### src/rtl/i2s_pkg.sv
// -----------------------------------------------------------------------------
// i2s_pkg
//
// Shared definitions for the Pmod I2S2 line-in receiver and line-out
// transmitter. The package holds the frame geometry, the stereo sample type,
// the channel encoding carried on LRCK and a helper that picks the serial bit
// for a given slot position.
//
// Frame geometry (fixed by the Pmod I2S2 codec setup):
//   SAMPLE_W       : bits per audio sample (two's complement)
//   SLOT_W         : SCLK periods per channel half-frame
//   SCLK_PER_FRAME : SCLK periods per full LRCK period
//   MCLK_PER_SCLK  : MCLK periods per SCLK period
// -----------------------------------------------------------------------------
package i2s_pkg;

  localparam int unsigned SAMPLE_W       = 24;
  localparam int unsigned SLOT_W         = 32;
  localparam int unsigned SCLK_PER_FRAME = 64;
  localparam int unsigned MCLK_PER_SCLK  = 4;

  // Width of the slot bit index k (0..SLOT_W-1).
  localparam int unsigned SLOT_IDX_W = $clog2(SLOT_W);

  // Counter bits above the MCLK divider: SCLK divider plus the frame position.
  localparam int unsigned FRAME_MCLK_LOG2 = $clog2(MCLK_PER_SCLK * SCLK_PER_FRAME);

  typedef logic [SAMPLE_W-1:0] sample_t;

  typedef struct packed {
    sample_t l;
    sample_t r;
  } stereo_sample_t;

  // LRCK level: left channel while low, right channel while high.
  typedef enum logic {
    CH_LEFT  = 1'b0,
    CH_RIGHT = 1'b1
  } i2s_chan_e;

  // Standard I2S slot layout: slot 0 is the one-bit delay, slots 1..SAMPLE_W
  // carry the word MSB first, the remaining slots are padding zeros.
  function automatic logic slot_bit(input sample_t                word,
                                    input logic [SLOT_IDX_W-1:0] k);
    logic [SLOT_IDX_W-1:0] idx;
    logic                  b;
    b   = 1'b0;
    idx = '0;
    if ((k >= SLOT_IDX_W'(1)) && (k <= SLOT_IDX_W'(SAMPLE_W))) begin
      idx = SLOT_IDX_W'(SAMPLE_W) - k;
      b   = word[idx];
    end
    return b;
  endfunction

endpackage

### src/rtl/i2s_clkgen.sv
// -----------------------------------------------------------------------------
// i2s_clkgen
//
// I2S clock generator built from one free-running counter. Every clock output
// is a plain counter register bit, so MCLK, SCLK and LRCK are glitch-free and
// phase-locked to each other. Usable by both the transmitter and the receiver.
//
// Counter layout, p = log2(CLK_PER_MCLK):
//   cnt[p-1]       MCLK
//   cnt[p+1]       SCLK (4 MCLK per SCLK)
//   cnt[p+6:p+2]   slot bit index k within the half-frame
//   cnt[p+7]       LRCK (0 = left, 1 = right)
//
// Parameters:
//   CLK_PER_MCLK : MCLK period in clk cycles, power of two, >= 2
//
// Ports:
//   clk        in  : system clock
//   rst_n      in  : asynchronous active-low reset
//   mclk       out : master clock
//   sclk       out : serial bit clock
//   lrck       out : word select
//   next_slot  out : slot index that becomes current after the next edge
//   next_chan  out : channel that becomes current after the next edge
//   sclk_fall  out : strobe, the next edge is an SCLK falling edge
//   frame_end  out : strobe, the next edge wraps the counter to 0
// -----------------------------------------------------------------------------
module i2s_clkgen
  import i2s_pkg::*;
#(
  parameter int unsigned CLK_PER_MCLK = 4
) (
  input  logic                  clk,
  input  logic                  rst_n,
  output logic                  mclk,
  output logic                  sclk,
  output logic                  lrck,
  output logic [SLOT_IDX_W-1:0] next_slot,
  output i2s_chan_e             next_chan,
  output logic                  sclk_fall,
  output logic                  frame_end
);

  localparam int unsigned P_LOG2  = $clog2(CLK_PER_MCLK);
  localparam int unsigned BIT_LSB = P_LOG2 + $clog2(MCLK_PER_SCLK);
  localparam int unsigned CNT_W   = P_LOG2 + FRAME_MCLK_LOG2;

  logic [CNT_W-1:0] cnt;
  logic [CNT_W-1:0] cnt_nxt;

  // The frame length is a power of two, so natural overflow is the F-1 -> 0 wrap.
  assign cnt_nxt = cnt + CNT_W'(1);

  always_ff @(posedge clk or negedge rst_n) begin
    if (!rst_n) begin
      cnt <= '0;
    end else begin
      cnt <= cnt_nxt;
    end
  end

  assign mclk = cnt[P_LOG2-1];
  assign sclk = cnt[BIT_LSB-1];
  assign lrck = cnt[CNT_W-1];

  // Strobes announce the edge about to happen so that consumers can register
  // data on exactly that edge.
  assign sclk_fall = &cnt[BIT_LSB-1:0];
  assign frame_end = &cnt;

  assign next_slot = cnt_nxt[CNT_W-2:BIT_LSB];
  assign next_chan = i2s_chan_e'(cnt_nxt[CNT_W-1]);

endmodule

### src/rtl/i2s_dac_tx.sv
// -----------------------------------------------------------------------------
// i2s_dac_tx
//
// I2S transmitter for the Pmod I2S2 line-out (DAC) path. Stereo 24-bit sample
// pairs arrive over a valid/ready handshake into a single-entry holding buffer.
// At each frame boundary the buffered pair moves into the transmit registers
// (or zeros are loaded and an underflow pulse is raised when the buffer is
// empty). SDIN is serialised in standard I2S format: one-bit delay, MSB first,
// left channel while LRCK is low.
//
// Parameters:
//   CLK_PER_MCLK : MCLK period in clk_in cycles, power of two, >= 2
//
// Ports:
//   clk_in           in      : system clock
//   rst_n_in         in      : asynchronous active-low reset
//   sample_l_in      in [24] : left sample, two's complement
//   sample_r_in      in [24] : right sample, two's complement
//   sample_valid_in  in      : sample pair valid
//   sample_ready_out out     : holding buffer empty (transfer on valid&&ready)
//   underflow_out    out     : one-cycle pulse, frame started with no sample
//   lout_mclk_out    out     : master clock
//   lout_lrck_out    out     : word select, 0 = left, 1 = right
//   lout_sclk_out    out     : serial bit clock
//   lout_sdin_out    out     : serial data to the DAC
// -----------------------------------------------------------------------------
module i2s_dac_tx
  import i2s_pkg::*;
#(
  parameter int unsigned CLK_PER_MCLK = 4
) (
  input  logic                clk_in,
  input  logic                rst_n_in,
  input  logic [SAMPLE_W-1:0] sample_l_in,
  input  logic [SAMPLE_W-1:0] sample_r_in,
  input  logic                sample_valid_in,
  output logic                sample_ready_out,
  output logic                underflow_out,
  output logic                lout_mclk_out,
  output logic                lout_lrck_out,
  output logic                lout_sclk_out,
  output logic                lout_sdin_out
);

  logic                  mclk;
  logic                  sclk;
  logic                  lrck;
  logic [SLOT_IDX_W-1:0] next_slot;
  i2s_chan_e             next_chan;
  logic                  sclk_fall;
  logic                  frame_end;

  i2s_clkgen #(
    .CLK_PER_MCLK (CLK_PER_MCLK)
  ) u_clkgen (
    .clk       (clk_in),
    .rst_n     (rst_n_in),
    .mclk      (mclk),
    .sclk      (sclk),
    .lrck      (lrck),
    .next_slot (next_slot),
    .next_chan (next_chan),
    .sclk_fall (sclk_fall),
    .frame_end (frame_end)
  );

  // ---------------------------------------------------------------------------
  // Holding buffer
  // ---------------------------------------------------------------------------
  stereo_sample_t hold_q;
  logic           full_q;
  logic           accept;

  assign sample_ready_out = !full_q;
  assign accept           = sample_valid_in && !full_q;

  // A pair accepted on the boundary cycle lands in the buffer only; the
  // transmit registers see the pre-edge (empty) state, so that frame
  // underflows and the pair plays one frame later.
  always_ff @(posedge clk_in or negedge rst_n_in) begin
    if (!rst_n_in) begin
      full_q <= 1'b0;
      hold_q <= '0;
    end else if (frame_end && full_q) begin
      full_q <= 1'b0;
    end else if (accept) begin
      full_q   <= 1'b1;
      hold_q.l <= sample_l_in;
      hold_q.r <= sample_r_in;
    end
  end

  // ---------------------------------------------------------------------------
  // Transmit registers and underflow flag, touched only at frame boundaries
  // ---------------------------------------------------------------------------
  stereo_sample_t tx_q;
  logic           underflow_q;

  always_ff @(posedge clk_in or negedge rst_n_in) begin
    if (!rst_n_in) begin
      tx_q        <= '0;
      underflow_q <= 1'b0;
    end else begin
      underflow_q <= frame_end && !full_q;
      if (frame_end) begin
        tx_q <= full_q ? hold_q : '0;
      end
    end
  end

  // ---------------------------------------------------------------------------
  // SDIN serialiser
  // ---------------------------------------------------------------------------
  // Updated together with each SCLK falling edge using the slot that starts on
  // that edge. At the boundary the slot is 0 (always zero), so loading tx_q on
  // the same edge never exposes a half-updated word.
  logic    sdin_q;
  sample_t cur_word;

  assign cur_word = (next_chan == CH_RIGHT) ? tx_q.r : tx_q.l;

  always_ff @(posedge clk_in or negedge rst_n_in) begin
    if (!rst_n_in) begin
      sdin_q <= 1'b0;
    end else if (sclk_fall) begin
      sdin_q <= slot_bit(cur_word, next_slot);
    end
  end

  assign underflow_out = underflow_q;
  assign lout_mclk_out = mclk;
  assign lout_lrck_out = lrck;
  assign lout_sclk_out = sclk;
  assign lout_sdin_out = sdin_q;

endmodule
### config.mk
export PLATFORM = sky130hd
export DESIGN_NAME = i2s_dac_tx
export DESIGN_NICKNAME = d
export VERILOG_FILES = /design/src/rtl/i2s_pkg.sv /design/src/rtl/i2s_clkgen.sv /design/src/rtl/i2s_dac_tx.sv
export SDC_FILE = /design/constraint.sdc
export NUM_CORES = 1
export LEC_CHECK = 0
export CAP_MARGIN = 10
export CORE_MARGIN = 1
export CORE_UTILIZATION = 60
export DETAILED_ROUTE_END_ITERATION = 16
export GPL_ROUTABILITY_DRIVEN = 0
export GPL_TIMING_DRIVEN = 0
export HOLD_SLACK_MARGIN = 0.1
export PLACE_DENSITY = 0.84
export SKIP_LAST_GASP = 1
export SLEW_MARGIN = 20
export SYNTH_ARGS = -nofsm -noshare
export SYNTH_HDL_FRONTEND = slang
export SYNTH_SLANG_ARGS = --single-unit
### constraint.sdc
create_clock -name clk_in -period 7.1 [get_ports clk_in]
set_clock_uncertainty 0.15 [all_clocks]
set_input_delay 0.71 -clock clk_in [delete_from_list [all_inputs] [get_ports clk_in]]
set_output_delay 0.71 -clock clk_in [all_outputs]
set_load 0.03 [all_outputs]
Yosys cells after proc, flatten, opt, wreduce, memory -nomap -nowiden
Index checks and enable logic that the tools add are counted.
Operators by class
  $add $sub $neg: 2
  magnitude comparators: 3
  mux-type cells: 7
  bitwise operators: 1
  reductions and logical operators: 9
Operator list (number)
  $mux 48: 1
  $mux 24: 1
  $add 10x1->10 const B: 1
  $reduce_and 10->1: 1
  $lt 5x6->1 const B: 1
  $bmux 1 s5: 1
  $ge 5x1->1 const B: 1
  $le 5x5->1 const B: 1
  $sub 5x5->5 const A: 1
  $logic_and 1x1->1: 4
  $mux 1: 4
  $reduce_and 4->1: 1
  $reduce_and 2->1: 1
  $reduce_bool 2->1: 1
  $logic_not 1->1: 1
  $not 1->1: 1
Word-level totals
  bits in registers: 109
  input port bits: 51
  output and inout bits: 6
  logic and storage cells: 30

Longest topological paths before layout
  word-level depth: 5
  depth in mapped cells: 11
  gate-level depth less buffers: 10

Hierarchy
Synthesis repeated with hierarchy kept, for this count alone.
Unflattened totals
  cell total of the unflattened synthesis: 414
  area total of the unflattened synthesis: 4855.9 um^2
Modules (own cells, without submodules)
  i2s_dac_tx: instances 1, cells an instance 374, area an instance 4386.7 um^2
  i2s_clkgen: instances 1, cells an instance 40, area an instance 469.2 um^2

Least setup slack after synthesis
OpenSTA, ideal clock, no wires.
  path type: register to register
  start point: reg u_clkgen.cnt[3]
  end point: reg sdin_q, in the netlist lout_sdin_out
  setup time: 81 ps
  arrival: 2827 ps
  setup slack: 4042 ps
  cell stages (with the launch flop): 12
  clock period less this slack: 3058 ps
  cells stage by stage: dfrtp_1 > and4_1 > buf_2 > nand2_1 > xor2_1 > ha_1 > buf_2 > nor4b_1 > a311o_1 > a2111oi_0 > o41ai_1 > o211ai_2
Between the ends
  cells in the longest elaborated chain, start to end: 5
  elaborated cells between the ends (all ways): 10
  classes of those cells: add/sub (2); order compare (2); mux (4); reduce/logical (2)
RTL lines
  start, declared: line i2s_clkgen.sv:48  | logic [CNT_W-1:0] cnt;
  start signal, assigned: line i2s_clkgen.sv:58  | cnt <= cnt_nxt;
  $add 10x1->10: line i2s_clkgen.sv:52  | assign cnt_nxt = cnt + CNT_W'(1);
  $sub 5x5->5 or $mux 24 (tied branches): line i2s_pkg.sv:50, i2s_dac_tx.sv:120
  $bmux 1 s5: line i2s_pkg.sv:51  | b = word[idx];
  $mux 1 (implied by the code): line i2s_pkg.sv:51
  $mux 1: line i2s_pkg.sv:49  | if ((k >= SLOT_IDX_W'(1)) && (k <= SLOT_IDX_W'(SAMPLE_W))) begin
  end signal, assigned: line i2s_dac_tx.sv:126  | sdin_q <= slot_bit(cur_word, next_slot);
  end, declared: line i2s_dac_tx.sv:117  | logic sdin_q;
Several ways; a longest one is shown, not always the timed one. The select of a mux whose other input is x is not followed.
A chain may end at the register's enable or synchronous reset.

Final worst setup path
  start point: reg u_clkgen.cnt[2]
  end point: reg sdin_q, in the netlist lout_sdin_out
The elaborated chain is that of the path after synthesis.

==> flow_summary.toml <==
[outcome]
status = "complete, no violations"

[route]
wirelength_mm = 11.09
route.detailed.drc = 0
drtIter0Drc = 280
routed_via_density = 5.941
final_antenna_net_count = 0
wl_per_cell_um = 16.66
drtPass1Iterations = 10
num_vias = 3957

[synthesis]
synth_seq_cells = 109
synth_area_leader_cell = "dfrtp_1"
yosys_warnings = 0
synth_nets = 541
synth.most_common_cell = "nand2_1"
synthTopCellsByArea = "dfrtp_1, mux2_2, nand2_1"
ys_types = 52
ys.flop_type = "dfrtp_1"
syn_inst = 487
synth_common_cells = "nand2_1, dfrtp_1, o21ai_0"
synth-edff-count = 0
netlist_area_um2 = 5179
synth_top_area_share_pct = 52.67
synth.avg_cell_area_um2 = 10.63
synthArstFlopShare_pct = 100.0
ys_seq_area_share_pct = 52.67

[finish]
fin_util_pct = 73.63
fin_nets = 610
drive_gt1_share_pct = 15.69
diodes = 0
fillers = 570
syn2layout_area_growth_pct = 18.00
post-route-cell-area_um2 = 6111

[global_route]
grt_overflow = 0
grt_pass1_vias = 3824
antenna_found_initial = 0
grt_usage_pct = 27.40
grt_pass1_wl_mm = 18.54
grt_max_degree = 79

[clocking]
cts_max_level = 3
clock-root-buffer = "clkbuf_8"
clk_pin_slew_worst_paths_ns = 0.11
cts_buffer_depth = 2
cts_tree = "done"
cts_made_buffers = 9
clkLatencyLatePin_ns = 0.37
clock_sinks = 109

[place]
pre_cts_ws_ns = 3.816
port_buffers = 56
dp.final_hpwl_mm = 8.209
placed_cell_area_um2 = 5899

[pwr]
seq_power_share_pct = 57.3
ir_worst_vdd_v = 0.0001622
leakage_nw = 2.606
internal_power_mw = 1.004
switching_share_pct = 26.69
power.share.clock_pct = 27.4
p_per_area_nw_per_um2 = 224.0
combPwrFrac_pct = 15.3
power_switching_mw = 0.3654

[timing]
tightest_slew_ns = 0.6380
rsz0062_at_grt = "false"
max-slew-margin-rel_pct = 57.47
finalCritPeriodShare_pct = 47.41
whs_ns = 0.3445
finalCriticalPeriod_ns = 3.366
max_freq_mhz = 297.1
setup_viol = 0
slew_violations = 0
setup_tns_ns = 0
fin_ws_ns = 3.734
report.final.hold_viol_count = 0

[die]
dieWidth_um = 94.91
ios = 57
rows = 33
start_util_pct = 62.40
die_h_um = 94.91
core_area_um2 = 8299
die_area_um2 = 9007

[worst_hold_path]
hold_class = "flip-flop to flip-flop"

[setup_path]
end_kind = "flip-flop"
cp.required_ns = 7.25
crit_arrival_ns = 3.51
cp_max_fo = 10
path_class = "flip-flop to flip-flop"
cp-start-kind = "flip-flop"

[flow_run]
cap_violations = 0
==> final cells by class <==
| class | count | area (um2) | area share, % |
|---|---|---|---|
| timing repair buffer | 58 | 599.3 | 9.808 |
| clock buffer | 10 | 137.6 | 2.252 |
| buffer | 35 | 160.2 | 2.621 |
| sequential | 109 | 2728 | 44.64 |
| inverter | 7 | 26.28 | 0.4300 |
| multi-input combinational | 336 | 2265 | 37.06 |
| clock inverter | 6 | 63.81 | 1.044 |
| tap | 105 | 131.4 | 2.150 |
==> power by group through the flow <==
stage / Combinational [mW] / Sequential (mW) / Clock (mW)
2_1_floorplan: 0.145 / 0.776 / 0
3_3_place_gp: 0.201 / 0.792 / 0
3_5_place_dp: 0.213 / 0.798 / 0
4_1_cts: 0.214 / 0.785 / 0.382
5_1_grt: 0.234 / 0.797 / 0.405
6_report: 0.210 / 0.784 / 0.375
==> worst max-delay path, cell delays in order, from the launching register on <==
cell and delay, ns:
dfrtp_1 0.53, and4_1 0.30, buf_2 0.24, nand2_1 0.09, xor2_1 0.17, ha_1 0.38
buf_2 0.29, nor4_1 0.11, a311o_1 0.28, a2111oi_0 0.44, o41ai_1 0.17, o211ai_2 0.15
==> path summary, 6_finish.rpt <==
path	startpoint	endpoint	slack, ns	depth (start not counted)
min	tx_q[21]	tx_q[21]	0.34	2
max in group asynchronous	rst_n_in	hold_q[8]	5.51	3
max	u_clkgen.cnt[2]	lout_sdin_out	3.73	11
min in group asynchronous	rst_n_in	hold_q[41]	0.63	2
max reg2reg	u_clkgen.cnt[2]	lout_sdin_out	3.73	11
min reg2reg	tx_q[21]	tx_q[21]	0.34	2
==> metal layers <==
metal	wire [um]	global-route usage, %	up-vias	part of all wire [%]
li1	-	-	1847	-
met1	4706	37.81	1916	42
met2	5488	44.00	170	49
met3	696	5.475	24	6.3
met4	202	8.081	0	1.8
met5	0	0	-	0
==> logic make-up (layout without fill, tap and decap cells) <==
| family | Yosys count | count (layout) | synth area share [%] |
|---|---|---|---|
| and+or+nand+nor | 177 | 177 | 16.26 |
| AOI/OAI and AO/OA | 91 | 91 | 11.81 |
| DFF | 109 | 109 | 52.67 |
| xor gates and xnor gates | 8 | 8 | 1.715 |
| buffers and inverters | 42 | 116 | 3.600 |
| adders and majority gates | 3 | 3 | 0.7249 |
| muxes | 57 | 57 | 13.22 |
==> timing repair <==
| item | in CTS | in global routing |
|---|---|---|
| hold buffers | 1 | 0 |
| endpoints found under the setup margin | 0 | 0 |
| buffers inserted | 0 | 0 |
| gates resized for setup | 0 | 0 |
| hold endpoints to repair | 31 | 0 |
==> state kept, by name, summed over array words and instances (netlist names) <==
| name | flops |
|---|---|
| full_q | 1 |
| underflow_out | 1 |
| lout_sdin_out | 1 |
| tx_q | 48 |
| u_clkgen.cnt | 10 |
| hold_q | 48 |
==> cells in the final DEF, fill, tap and decap left out, drive strengths merged, types with 2 or more instances in the layout <==
master	instances
nand2	119
dfrtp	109
o21ai	55
clkdlybuf4s50	55
mux2	48
clkbuf	35
nand2b	16
a2111oi	12
buf	12
inv	11
a32oi	9
nand3	9
nor4	6
nor2	5
mux2i	5
xor2	4
nor4b	4
a311o	4
xnor2	4
mux4	4
and4	3
ha	3
and2	3
nand4	3
or3	2
nor2b	2
nor3	2
a211oi	2
o31ai	2
==> metrics by stage <==
| step | std cells | power [mW] |
|---|---|---|
| final | 666 | 1.369 |
| after global routing | 666 | 1.437 |
| after CTS | 666 | 1.381 |
| after detailed placement | 649 | 1.011 |
| after global placement | 648 | 0.9928 |
| after floorplan | 487 | 0.9204 |
Power figures use the tool's default switching activity.
==> variant (same settings) <==
`CLK_PER_MCLK` is set to 4 in 2 places; all go to 8.
--- a/src/rtl/i2s_clkgen.sv
+++ b/src/rtl/i2s_clkgen.sv
@@ -28,7 +28,7 @@
 module i2s_clkgen
   import i2s_pkg::*;
 #(
-  parameter int unsigned CLK_PER_MCLK = 4
+  parameter int unsigned CLK_PER_MCLK = 8
 ) (
   input  logic                  clk,
   input  logic                  rst_n,
--- a/src/rtl/i2s_dac_tx.sv
+++ b/src/rtl/i2s_dac_tx.sv
@@ -27,7 +27,7 @@
 module i2s_dac_tx
   import i2s_pkg::*;
 #(
-  parameter int unsigned CLK_PER_MCLK = 4
+  parameter int unsigned CLK_PER_MCLK = 8
 ) (
   input  logic                clk_in,
   input  logic                rst_n_in,
Formal check against the unedited RTL: not equivalent (a bounded check fails within 4 cycles, from zero or initial values and one cycle with rst_n_in low).
==> variant against the unedited design <==
- total power increased by 0.42%
- wire length down 4.5%
- critical path type unchanged
- die area is 4.1% lower
- sequential cell count rose by 1
- clock power hardly changed
- count of clock-buffer cells in the layout grew 1
- setup slack worse by 1200 ps
- cell area fell by 3.8%
- largest power group unchanged
- area after synthesis fell by 4.2%
==> variant: results (changes against the unedited design) <==
| Metric | Value |
|---|---|
| WL met1 | 4460 um (was 4710 um) |
| Psw | 0.367 mW (was 0.365 mW) |
| Leakage | 2.69 nW (was 2.61 nW) |
| Sequential fraction of the synthesis area | 55.5% (was 52.7%) |
| Signal buffers | 85 (was 93) |
| Total Wirelength | 10,600 um (was 11,100 um) |
| Number of distinct library cells after synthesis | 37 (was 52) |
| Inverters, non-clock | 10 (was 7) |
| Met1 GRT Util | 34.1% (was 37.8%) |
| Vias per cell | 5.85 (was 5.94) |
| CP Max Fanout | 11 (was 10) |
| Synth-to-Final Area Change | 18.6% (was 18.0%) |
| Vias in the first global route | 3,772 (was 3,824) |
| Seq. cell area | 0.00275 mm2 (was 0.00273 mm2) |
| Placed inst area | 0.00568 mm2 (was 0.00590 mm2) |
| Critical path's slowest cell | xnor2_1 (was dfrtp_1) |
| Critical Path Max Stage Delay | 650 ps (was 530 ps) |
| Power Density | 234 mW/mm2 (was 224 mW/mm2) |
| Global-route track usage on met3 | 4.93% (was 5.48%) |
| Largest net degree at the start of global routing | 73 (was 79) |
| DP Worst Slack | 2630 ps (was 3820 ps) |
| NonClk Buf Share | 12.0% (was 12.4%) |
| Final net count | 575 (was 610) |
| Switching share of power | 26.7% (about the same) |
| Largest registers | hold_q (48), tx_q (48), u_clkgen.cnt (11) (was hold_q (48), tx_q (48), u_clkgen.cnt (10)) |
| FFs & Latches | 110 (was 109) |
| CP top delay family | buffers and inverters (was compound AO/OA/AOI/OAI gates) |
| Max VDD drop | 156 uV (was 162 uV) |
| Status | complete, no violations (unchanged) |
| Filler cell count | 544 (was 570) |
| Final Util | 74.9% (was 73.6%) |
| Synth Warn # | 0 (unchanged) |
| Layout clock area frac | 3.30% (about the same) |
| Area of the multi-input gates | 0.00206 mm2 (was 0.00226 mm2) |
| Share of layout cells above drive strength 1 | 14.3% (was 15.7%) |
| Dpl cells | 610 (was 649) |
| Met2 GRT Util | 45.8% (was 44.0%) |
| Synth top cells by count | 111 x nand2_1, 110 x dfrtp_1, 52 x o21ai_0, 49 x mux2_2, 22 x clkbuf_1 (was 118 x nand2_1, 109 x dfrtp_1, 55 x o21ai_0, 48 x mux2_2, 25 x clkbuf_1) |
| Iter 0 DRT Violations | 159 (was 280) |
| Comb_multi_in | 304 (was 336) |
| Met2 WL post-DR | 5370 um (was 5490 um) |
| Clock Buffer Count | 11 (was 10) |
| Slew Limit Headroom | 46.3% (was 57.5%) |
| Met3 WL | 476 um (was 696 um) |
| CP Data Arrival Time | 4660 ps (was 3510 ps) |
-- variant: tightest hold or removal path, delay by kind of cell, from the launching register on --
| kind | cells | cell delay, ps |
|---|---|---|
| AO/OA/AOI/OAI | 1 | 60 |
| AND/OR/NAND/NOR | 1 | 40 |
| flip-flops | 1 | 350 |
-- variant: logic make-up (layout without fill, tap and decap cells) --
kind of cell,Yosys count,count (layout),share of synthesized area (%)
compound gates,80,80,9.44
flops,110,110,55.5
xor+xnor,10,10,1.77
mux,63,63,16.2
buf+inv,37,111,2.90
simple gates,147,147,13.2
fa+ha+maj,4,4,1.01
-- variant: final timing paths --
path                            startpoint               to  slack, ps  cells after the start
min                                tx_q[1]          tx_q[1]        340                      2
min reg2reg                        tx_q[1]          tx_q[1]        340                      2
min in group asynchronous         rst_n_in  u_clkgen.cnt[4]        640                      2
max                        u_clkgen.cnt[2]    lout_sdin_out       2550                     14
max in group asynchronous         rst_n_in         tx_q[27]       5510                      3
max reg2reg                u_clkgen.cnt[2]    lout_sdin_out       2550                     14
